**src/rtl/pri_codec_pkg.sv**
```systemverilog
// Shared types and helpers for the priority encode/decode path.
// State enum, default index/one-hot widths and the index-to-one-hot helper.
package pri_codec_pkg;

    localparam int unsigned PRI_WIDTH_IN  = 4;
    localparam int unsigned PRI_WIDTH_OUT = 16;

    typedef enum logic [1:0] {
        StIdle,
        StDrive,
        StGap
    } pri_state_e;

    function automatic logic [PRI_WIDTH_OUT-1:0] onehot_of(input logic [PRI_WIDTH_IN-1:0] index);
        return PRI_WIDTH_OUT'(1) << index;
    endfunction

endpackage

```
**src/rtl/pri_hold_counter.sv**
```systemverilog
// Loadable down-counter with synchronous clear; stops at zero and flags it.
module pri_hold_counter #(
    parameter int unsigned CntWidth = 8
) (
    input  logic                clk_i,
    input  logic                rst_ni,
    input  logic                clr_i,
    input  logic                load_i,
    input  logic [CntWidth-1:0] load_val_i,
    input  logic                dec_i,
    output logic                zero_o
);

    logic [CntWidth-1:0] cnt_q, cnt_d;

    always_comb begin
        cnt_d = cnt_q;
        if (clr_i) begin
            cnt_d = '0;
        end else if (load_i) begin
            cnt_d = load_val_i;
        end else if (dec_i && (cnt_q != '0)) begin
            cnt_d = cnt_q - 1'b1;
        end
    end

    always_ff @(posedge clk_i or negedge rst_ni) begin
        if (!rst_ni) begin
            cnt_q <= '0;
        end else begin
            cnt_q <= cnt_d;
        end
    end

    assign zero_o = (cnt_q == '0);

endmodule

```
**src/rtl/pri_decoder_hold_fsm.sv**
```systemverilog
// Binary index to registered one-hot, held for HOLD_CYCLES cycles per accept.
// Define PRI_DECODER_GAP_EN to insert a one-cycle zero gap after every hold.
module pri_decoder_hold_fsm
    import pri_codec_pkg::*;
#(
    parameter int unsigned WIDTH_IN    = PRI_WIDTH_IN,
    parameter int unsigned WIDTH_OUT   = PRI_WIDTH_OUT,
    parameter int unsigned HOLD_CYCLES = 4
) (
    input  logic                 clk,
    input  logic                 reset_n,
    input  logic                 enable,
    input  logic [WIDTH_IN-1:0]  binary_in,
    input  logic                 in_valid,
    output logic                 in_ready,
    output logic [WIDTH_OUT-1:0] decoder_out,
    output logic                 out_valid,
    output logic                 busy
);

    if (WIDTH_OUT != (2 ** WIDTH_IN)) begin : g_bad_width
        $error("WIDTH_OUT must equal 2**WIDTH_IN");
    end
    if ((HOLD_CYCLES < 1) || (HOLD_CYCLES > 255)) begin : g_bad_hold
        $error("HOLD_CYCLES must be in 1..255");
    end

    localparam logic [7:0] HoldLoad = 8'(HOLD_CYCLES - 1);

    pri_state_e           state_q, state_d;
    logic [WIDTH_OUT-1:0] dout_q, dout_d;
    logic                 ov_q, ov_d;
    logic                 cnt_clr, cnt_load, cnt_dec, cnt_zero;
    logic                 accept;
    logic [WIDTH_OUT-1:0] grant_onehot;

    assign grant_onehot = WIDTH_OUT'(onehot_of(PRI_WIDTH_IN'(binary_in)));

`ifdef PRI_DECODER_GAP_EN
    assign in_ready = enable && (state_q == StIdle);
`else
    // The last hold cycle may accept, giving back-to-back grants with no bubble.
    assign in_ready = enable && ((state_q == StIdle) || ((state_q == StDrive) && cnt_zero));
`endif

    assign accept = in_valid && in_ready;

    always_comb begin
        state_d  = state_q;
        dout_d   = dout_q;
        ov_d     = ov_q;
        cnt_clr  = 1'b0;
        cnt_load = 1'b0;
        cnt_dec  = 1'b0;

        if (!enable) begin
            state_d = StIdle;
            dout_d  = '0;
            ov_d    = 1'b0;
            cnt_clr = 1'b1;
        end else begin
            unique case (state_q)
                StIdle: begin
                    if (accept) begin
                        state_d  = StDrive;
                        dout_d   = grant_onehot;
                        ov_d     = 1'b1;
                        cnt_load = 1'b1;
                    end
                end
                StDrive: begin
                    if (!cnt_zero) begin
                        cnt_dec = 1'b1;
                    end else begin
`ifdef PRI_DECODER_GAP_EN
                        state_d = StGap;
                        dout_d  = '0;
                        ov_d    = 1'b0;
`else
                        if (accept) begin
                            dout_d   = grant_onehot;
                            ov_d     = 1'b1;
                            cnt_load = 1'b1;
                        end else begin
                            state_d = StIdle;
                            dout_d  = '0;
                            ov_d    = 1'b0;
                        end
`endif
                    end
                end
`ifdef PRI_DECODER_GAP_EN
                StGap: begin
                    state_d = StIdle;
                end
`endif
                default: begin
                    state_d = StIdle;
                    dout_d  = '0;
                    ov_d    = 1'b0;
                    cnt_clr = 1'b1;
                end
            endcase
        end
    end

    always_ff @(posedge clk or negedge reset_n) begin
        if (!reset_n) begin
            state_q <= StIdle;
            dout_q  <= '0;
            ov_q    <= 1'b0;
        end else begin
            state_q <= state_d;
            dout_q  <= dout_d;
            ov_q    <= ov_d;
        end
    end

    pri_hold_counter #(
        .CntWidth(8)
    ) u_hold_counter (
        .clk_i     (clk),
        .rst_ni    (reset_n),
        .clr_i     (cnt_clr),
        .load_i    (cnt_load),
        .load_val_i(HoldLoad),
        .dec_i     (cnt_dec),
        .zero_o    (cnt_zero)
    );

    assign decoder_out = dout_q;
    assign out_valid   = ov_q;
    assign busy        = (state_q != StIdle);

endmodule
```
**config.mk**
```make
export PLATFORM = sky130hd
export DESIGN_NAME = pri_decoder_hold_fsm
export DESIGN_NICKNAME = d
export VERILOG_FILES = /design/src/rtl/pri_codec_pkg.sv /design/src/rtl/pri_hold_counter.sv /design/src/rtl/pri_decoder_hold_fsm.sv
export SDC_FILE = /design/constraint.sdc
export NUM_CORES = 1
export LEC_CHECK = 0
export ABC_AREA = 1
export BUFFER_PORTS_ARGS = -buffer_cell sky130_fd_sc_hd__buf_2
export CORE_UTILIZATION = 30
export DETAILED_ROUTE_END_ITERATION = 12
export PLACE_DENSITY = 0.5
export SKIP_CTS_REPAIR_TIMING = 1
export SLEW_MARGIN = 20
export SYNTH_ARGS = -nofsm -noshare
export SYNTH_HDL_FRONTEND = slang
export SYNTH_SLANG_ARGS = --single-unit
```
**constraint.sdc**
```tcl
create_clock -name clk -period 3.7 [get_ports clk]
set_input_delay 0.185 -clock clk [delete_from_list [all_inputs] [get_ports clk]]
set_output_delay 0.185 -clock clk [all_outputs]
set_load 0.02 [all_outputs]
```
==> impl_metrics.json, run 1 <==
{
  "ys_warn_count": 0,
  "layout_common_cells": "nand2_1, dfrtp_1, buf_2",
  "grt_overflow_total": 0,
  "holdCritPathClass": "in2reg",
  "chipHeight_um": 73.48,
  "r2r-start": "u_hold_counter.cnt_q[0]$_DFFE_PN0P_",
  "reg2reg_depth": 7,
  "layout_commonest_cell": "nand2_1",
  "synthesis.area_sq_um": 1533,
  "wirelength_um": 3258,
  "worstReg2RegEnd": "decoder_out[12]$_DFFE_PN0P_",
  "dpl_worst_slack_ns": 2.087,
  "nets": 212,
  "leakagePower_nw": 0.9532,
  "viasPerCell": 4.623,
  "outcome": "completed",
  "start_util": 0.3182,
  "ant_nets": 0,
  "power.share.clock": 0.222,
  "seqPwrFrac": 0.339,
  "rsz0062_at_grt": "false",
  "finalClockSkew_ns": 0.002936,
  "cts_sinks": 26,
  "min_period_ns": 1.911,
  "port_buffers": 26,
  "synthCells": 178,
  "cts_root_buffer": "clkbuf_8",
  "drv_cap": 0,
  "swShare": 0.4204,
  "grt_pass1_vias": 1179,
  "grt_antenna_before_repair": 0,
  "path_class": "reg2out",
  "period_share": 0.5166,
  "cts_buffer_depth": 2,
  "internal-power_w": 0.0006280,
  "cts_htree_levels": 1,
  "synth.net_count": 188,
  "num_vias": 1239,
  "setup_tns_ns": 0,
  "clk_pin_slew_ns": 0.10,
  "ys_ff_latch": 26,
  "critPathCaptureType": "primary output",
  "grt_pass1_wl_um": 5678,
  "grt_use_total": 0.1370,
  "worstPathRequired_ns": 3.51,
  "cp_data_arrival_time_ns": 1.73,
  "ios": 27,
  "fin_area_sq_um": 1739,
  "cts_tree": "done",
  "setup_slack_ns": 1.789,
  "cp_max_fo": 26,
  "drc_errors": 0,
  "numCtsBuffers": 3,
  "start_kind": "register",
  "area_growth_pct": 13.47,
  "placed_area_sq_um": 1658,
  "holdPathStages": 3,
  "row_count": 25,
  "core_area_sq_um": 4817,
  "dp_hpwl_um": 2347,
  "switchingPower_w": 0.0004554,
  "gp_congestion": 0.8457,
  "hp-start": "in_valid",
  "r2r_slack_ns": 2.19,
  "grt_max_degree": 27,
  "synth_sequential_area_ratio": 0.4245,
  "comb_power_share": 0.439,
  "die_area_sq_um": 5399,
  "fmaxAchievable_mhz": 523.2,
  "die-width_um": 73.48,
  "hold_viol": 0,
  "antenna_cells": 0,
  "synth_cell_type_count": 24,
  "worstMarginPinSlew_ns": 0.6051,
  "avgSynthCellArea_sq_um": 8.611,
  "max_slew_margin": 0.5966,
  "holdPathEnd": "state_q[0]$_DFFE_PN0P_",
  "drt_pass1_iterations": 4,
  "worst_ir_drop_vdd_mv": 0.2986,
  "drtIter0Drc": 71,
  "routedWlPerCell_um": 12.16,
  "drive_above_1_share": 0.2488,
  "clkLatencyLatePin_ns": 0.27,
  "setup_viol": 0,
  "slew_violations": 0,
  "powerDensity_nw_per_um2": 623.0
}
[final cells by class]
| type | count | area (sq um) |
|---|---|---|
| timing repair buffer | 27 | 140.1 |
| multi-input combinational | 128 | 733.2 |
| fill | 524 | 3078 |
| clock inverter | 1 | 30.03 |
| sequential | 26 | 650.6 |
| tap | 67 | 83.83 |
| clock buffer | 3 | 41.29 |
| inverter | 16 | 60.06 |
[per-layer routing]
layer	vias to the layer above	wire, um	share of wire	global-route usage
li1	637	-	-	-
met1	573	1710	0.52	0.2119
met2	25	1390	0.43	0.1896
met3	4	113	0.035	0.01783
met4	0	43	0.013	0.05556
met5	-	0	0	0
[stage by stage]
| step | cells | total power (W) | hold slack (ns) | utilization |
|---|---|---|---|---|
| 6_report | 268 | 0.001083 | 0.2477 | 0.3610 |
| 5_1_grt | 268 | 0.001174 | 0.2669 | 0.3610 |
| 4_1_cts | 267 | 0.001102 | -0.07163 | 0.3590 |
| 3_5_place_dp | 263 | 0.0008570 | 0.2386 | 0.3442 |
| 3_3_place_gp | 263 | 0.0008522 | 0.2337 | 0.3442 |
| 2_1_floorplan | 178 | 0.0008116 | -0.1106 | - |
[Yosys cell counts (all sizes together)]
| master | instances | share of area |
|---|---|---|
| clkbuf | 1 | 0.0024 |
| o21bai | 1 | 0.012 |
| nor3 | 4 | 0.013 |
| nand3 | 32 | 0.14 |
| o21ai | 1 | 0.011 |
| clkinv | 1 | 0.0024 |
| inv | 15 | 0.037 |
| ha | 2 | 0.016 |
| nand4 | 16 | 0.065 |
| nand2 | 49 | 0.14 |
| xor2 | 5 | 0.029 |
| buf | 7 | 0.056 |
| dfrtp | 26 | 0.42 |
| nor3b | 1 | 0.0049 |
| nor2 | 17 | 0.053 |
[worst max-delay path, cell delays in order (launching register included)]
cell and delay, ns:
dfrtp_1 0.37, inv_1 0.13, ha_1 0.19, nand2_1 0.06, nor2_1 0.16, nand2_4 0.09, nand2_8 0.15, nand2_1 0.09
inv_1 0.05, buf_2 0.15
[logic make-up after synthesis]
logic type                 count (synthesis)  share of synthesized area
buffers and inverters                     24                    0.09714
xor gates and xnor gates                   5                    0.02857
adders and majority gates                  2                    0.01632
DFF                                       26                     0.4245
and+or+nand+nor                          119                     0.4106
AOI/OAI and AO/OA                          2                    0.02286
[sequential cells by signal, indices dropped and copies added (netlist names)]
name and count:
decoder_out 16, out_valid 1, state_q 1, u_hold_counter.cnt_q 8
[how the worst max path moves through the flow]
stage / startpoint / to / slack [ns] / cells after the start
2_1_floorplan: u_hold_counter.cnt_q[0]$_DFFE_PN0P_ / in_ready / 2.29 / 8
3_3_place_gp: u_hold_counter.cnt_q[0]$_DFFE_PN0P_ / in_ready / 2.13 / 9
3_5_place_dp: u_hold_counter.cnt_q[0]$_DFFE_PN0P_ / in_ready / 2.09 / 9
4_1_cts: u_hold_counter.cnt_q[0]$_DFFE_PN0P_ / in_ready / 1.77 / 9
5_1_grt: u_hold_counter.cnt_q[0]$_DFFE_PN0P_ / in_ready / 1.64 / 9
6_report: u_hold_counter.cnt_q[0]$_DFFE_PN0P_ / in_ready / 1.79 / 9
[power groups by stage]
| stage | combinational (W) | clock [W] | sequential (W) |
|---|---|---|---|
| 2_1_floorplan | 0.000431 | 0 | 0.000380 |
| 3_3_place_gp | 0.000479 | 0 | 0.000373 |
| 3_5_place_dp | 0.000485 | 0 | 0.000372 |
| 4_1_cts | 0.000486 | 0.000248 | 0.000368 |
| 5_1_grt | 0.000543 | 0.000259 | 0.000373 |
| 6_report | 0.000476 | 0.000240 | 0.000367 |
Note: power is estimated with default switching activity, not from simulation.
==> run 2: changes to the inputs <==
--- a/config.mk
+++ b/config.mk
@@ -9,7 +9,7 @@
 export BUFFER_PORTS_ARGS = -buffer_cell sky130_fd_sc_hd__buf_2
 export CORE_UTILIZATION = 30
 export DETAILED_ROUTE_END_ITERATION = 12
-export PLACE_DENSITY = 0.5
+export PLACE_DENSITY = 0.52
 export SKIP_CTS_REPAIR_TIMING = 1
 export SLEW_MARGIN = 20
 export SYNTH_ARGS = -nofsm -noshare
==> constraint.sdc (replaced) <==
create_clock -name clk -period 1.7 [get_ports clk]
set_input_delay 0.085 -clock clk [delete_from_list [all_inputs] [get_ports clk]]
set_output_delay 0.085 -clock clk [all_outputs]
set_load 0.02 [all_outputs]
==> run 2 against run 1 <==
Effect of this change:
- clock power increased by 120%
- flip-flop and latch count unchanged
- final cell count up 3.7%
- non-clock buffer count is 9 higher
- worst hold slack lost 0.10 ns
- count of clock-buffer cells in the layout unchanged
- critical path depth did not move
- critical endpoint unchanged
- largest power group unchanged
==> impl_metrics.json, run 2 (synthesis results as in run 1) <==
{
  "holdCritPathClass": "in2reg",
  "dp_hpwl_um": 2273,
  "core_area_sq_um": 4817,
  "fin_util": 0.3818,
  "worstPathRequired_ns": 1.62,
  "met2_usage": 0.1916,
  "clk_pin_slew_ns": 0.10,
  "grt_pass1_wl_um": 5499,
  "clkLatencyLatePin_ns": 0.27,
  "seqPwrFrac": 0.304,
  "numCtsBuffers": 3,
  "path_cells": "inv_2 > ha_4 > nand2_1 > nor2_2 > nand2_4 > nand2_8 > nand2_1 > inv_1 > buf_6",
  "ant_nets": 0,
  "path_class": "reg2out",
  "grt_antenna_before_repair": 0,
  "grt_pass1_vias": 1099,
  "internal-power_w": 0.001522,
  "gp_congestion": 0.8078,
  "setup_slack_ns": 0.06806,
  "cp_max_fo": 5,
  "setup_tns_ns": 0,
  "leakagePower_nw": 1.002,
  "slew_violations": 0,
  "r2r-start": "u_hold_counter.cnt_q[0]$_DFFE_PN0P_",
  "nets": 222,
  "routedWlPerCell_um": 12.13,
  "reg2reg_depth": 10,
  "drv_cap": 0,
  "area_growth_pct": 20.00,
  "chipHeight_um": 73.48,
  "power.share.clock": 0.201,
  "hp-start": "binary_in[3]",
  "start_kind": "register",
  "port_buffers": 26,
  "cts_htree_levels": 1,
  "wirelength_um": 3371,
  "fmaxAchievable_mhz": 612.8,
  "largest_reg_flops": 16,
  "die_area_sq_um": 5399,
  "switchingPower_w": 0.001084,
  "crit_family": "simple AND/OR/NAND/NOR gates",
  "antenna_cells": 0,
  "layout_commonest_cell": "nand2_1",
  "r2r_slack_ns": 0.23,
  "drtIter0Drc": 53,
  "critPathCaptureType": "primary output",
  "max_slew_margin": 0.6045,
  "grt_use_total": 0.1332,
  "ios": 27,
  "row_count": 25,
  "drive_above_1_share": 0.3033,
  "power_w": 0.002606,
  "crit_buf_inv": 3,
  "grt.busiest_layer": "met1",
  "dpl_worst_slack_ns": 0.1898,
  "cts_root_buffer": "clkbuf_8",
  "swShare": 0.4160,
  "period_share": 0.9600,
  "cts_buffer_depth": 2,
  "holdPathStages": 3,
  "powerDensity_nw_per_um2": 1417,
  "hold_viol": 0,
  "use_met1": 0.1985,
  "grt_overflow_total": 0,
  "drc_errors": 0,
  "outcome": "completed",
  "setup_viol": 0,
  "viasPerCell": 4.594,
  "finalClockSkew_ns": 0.001472,
  "die-width_um": 73.48,
  "num_vias": 1277,
  "grt_max_degree": 27,
  "drt_pass1_iterations": 4,
  "worstReg2RegEnd": "u_hold_counter.cnt_q[1]$_DFFE_PN0P_",
  "holdPathEnd": "decoder_out[10]$_DFFE_PN0P_",
  "layout_common_cells": "nand2_1, dfrtp_1, buf_2",
  "grt_use_met3": 0.01646,
  "worstMarginPinSlew_ns": 0.5933,
  "cts_tree": "done",
  "cp_data_arrival_time_ns": 1.55,
  "fillers": 519,
  "cp_slowest_stage_delay_ns": 0.38,
  "min_period_ns": 1.632,
  "cts_sinks": 26,
  "comb_power_share": 0.495,
  "worst_ir_drop_vdd_mv": 0.6912,
  "path_common_cell": "nand2_1",
  "start_util": 0.3182,
  "critPathSlowestCell": "dfrtp_1"
}
==> run 2: changes by cell type in the layout (fill, tap and decap cells not counted), sizes merged <==
| cell | delta |
|---|---|
| nand2 | +1 |
| buf | +9 |
==> run 2: per-stage QoR <==
stage / area [sq um] / instances / hold WS (ns)
after global routing: 1839 / 278 / 0.1637
final: 1839 / 278 / 0.1429
after detailed placement: 1673 / 265 / 0.1370
after CTS: 1744 / 269 / -0.1683
after global placement: 1673 / 265 / 0.1340
after floorplan: 1533 / 178 / -0.2106
==> run 2: layout make-up <==
class | count | area (sq um) | share of cell area
timing repair buffer | 36 | 214.0 | 0.1163
sequential | 26 | 650.6 | 0.3537
clock inverter | 1 | 30.03 | 0.01633
inverter | 16 | 60.06 | 0.03265
tap | 67 | 83.83 | 0.04558
clock buffer | 3 | 41.29 | 0.02245
multi-input combinational | 129 | 759.5 | 0.4129
==> run 2: routing by layer <==
layer / vias up / routed length (um)
met5: - / 0
li1: 657 / -
met1: 596 / 1750
met3: 2 / 136
met2: 22 / 1441
met4: 0 / 42
==> run 2: worst min-delay path, delay by kind of cell <==
family        cells  cell delay, ns
simple gates      2            0.15
buf+inv           1            0.15
==> run 2: power groups by stage <==
| stage | combinational, W | sequential, W | clock (W) |
|---|---|---|---|
| after detailed placement | 0.00107 | 0.000797 | 0 |
| after CTS | 0.00108 | 0.000785 | 0.000539 |
| after floorplan | 0.000938 | 0.000828 | 0 |
| after global placement | 0.00107 | 0.000798 | 0 |
| final | 0.00129 | 0.000792 | 0.000523 |
| after global routing | 0.00144 | 0.000804 | 0.000554 |
==> run 2: worst max-delay path by stage <==
stage / slack (ns) / cells after the start / end / startpoint
after floorplan: 0.38 / 9 / decoder_out[0]$_DFFE_PN0P_ / u_hold_counter.cnt_q[0]$_DFFE_PN0P_
after global placement: 0.21 / 7 / decoder_out[8]$_DFFE_PN0P_ / u_hold_counter.cnt_q[0]$_DFFE_PN0P_
after detailed placement: 0.19 / 7 / decoder_out[10]$_DFFE_PN0P_ / u_hold_counter.cnt_q[0]$_DFFE_PN0P_
after CTS: -0.12 / 9 / in_ready / u_hold_counter.cnt_q[0]$_DFFE_PN0P_
after global routing: -0.01 / 9 / in_ready / u_hold_counter.cnt_q[0]$_DFFE_PN0P_
final: 0.07 / 9 / in_ready / u_hold_counter.cnt_q[0]$_DFFE_PN0P_
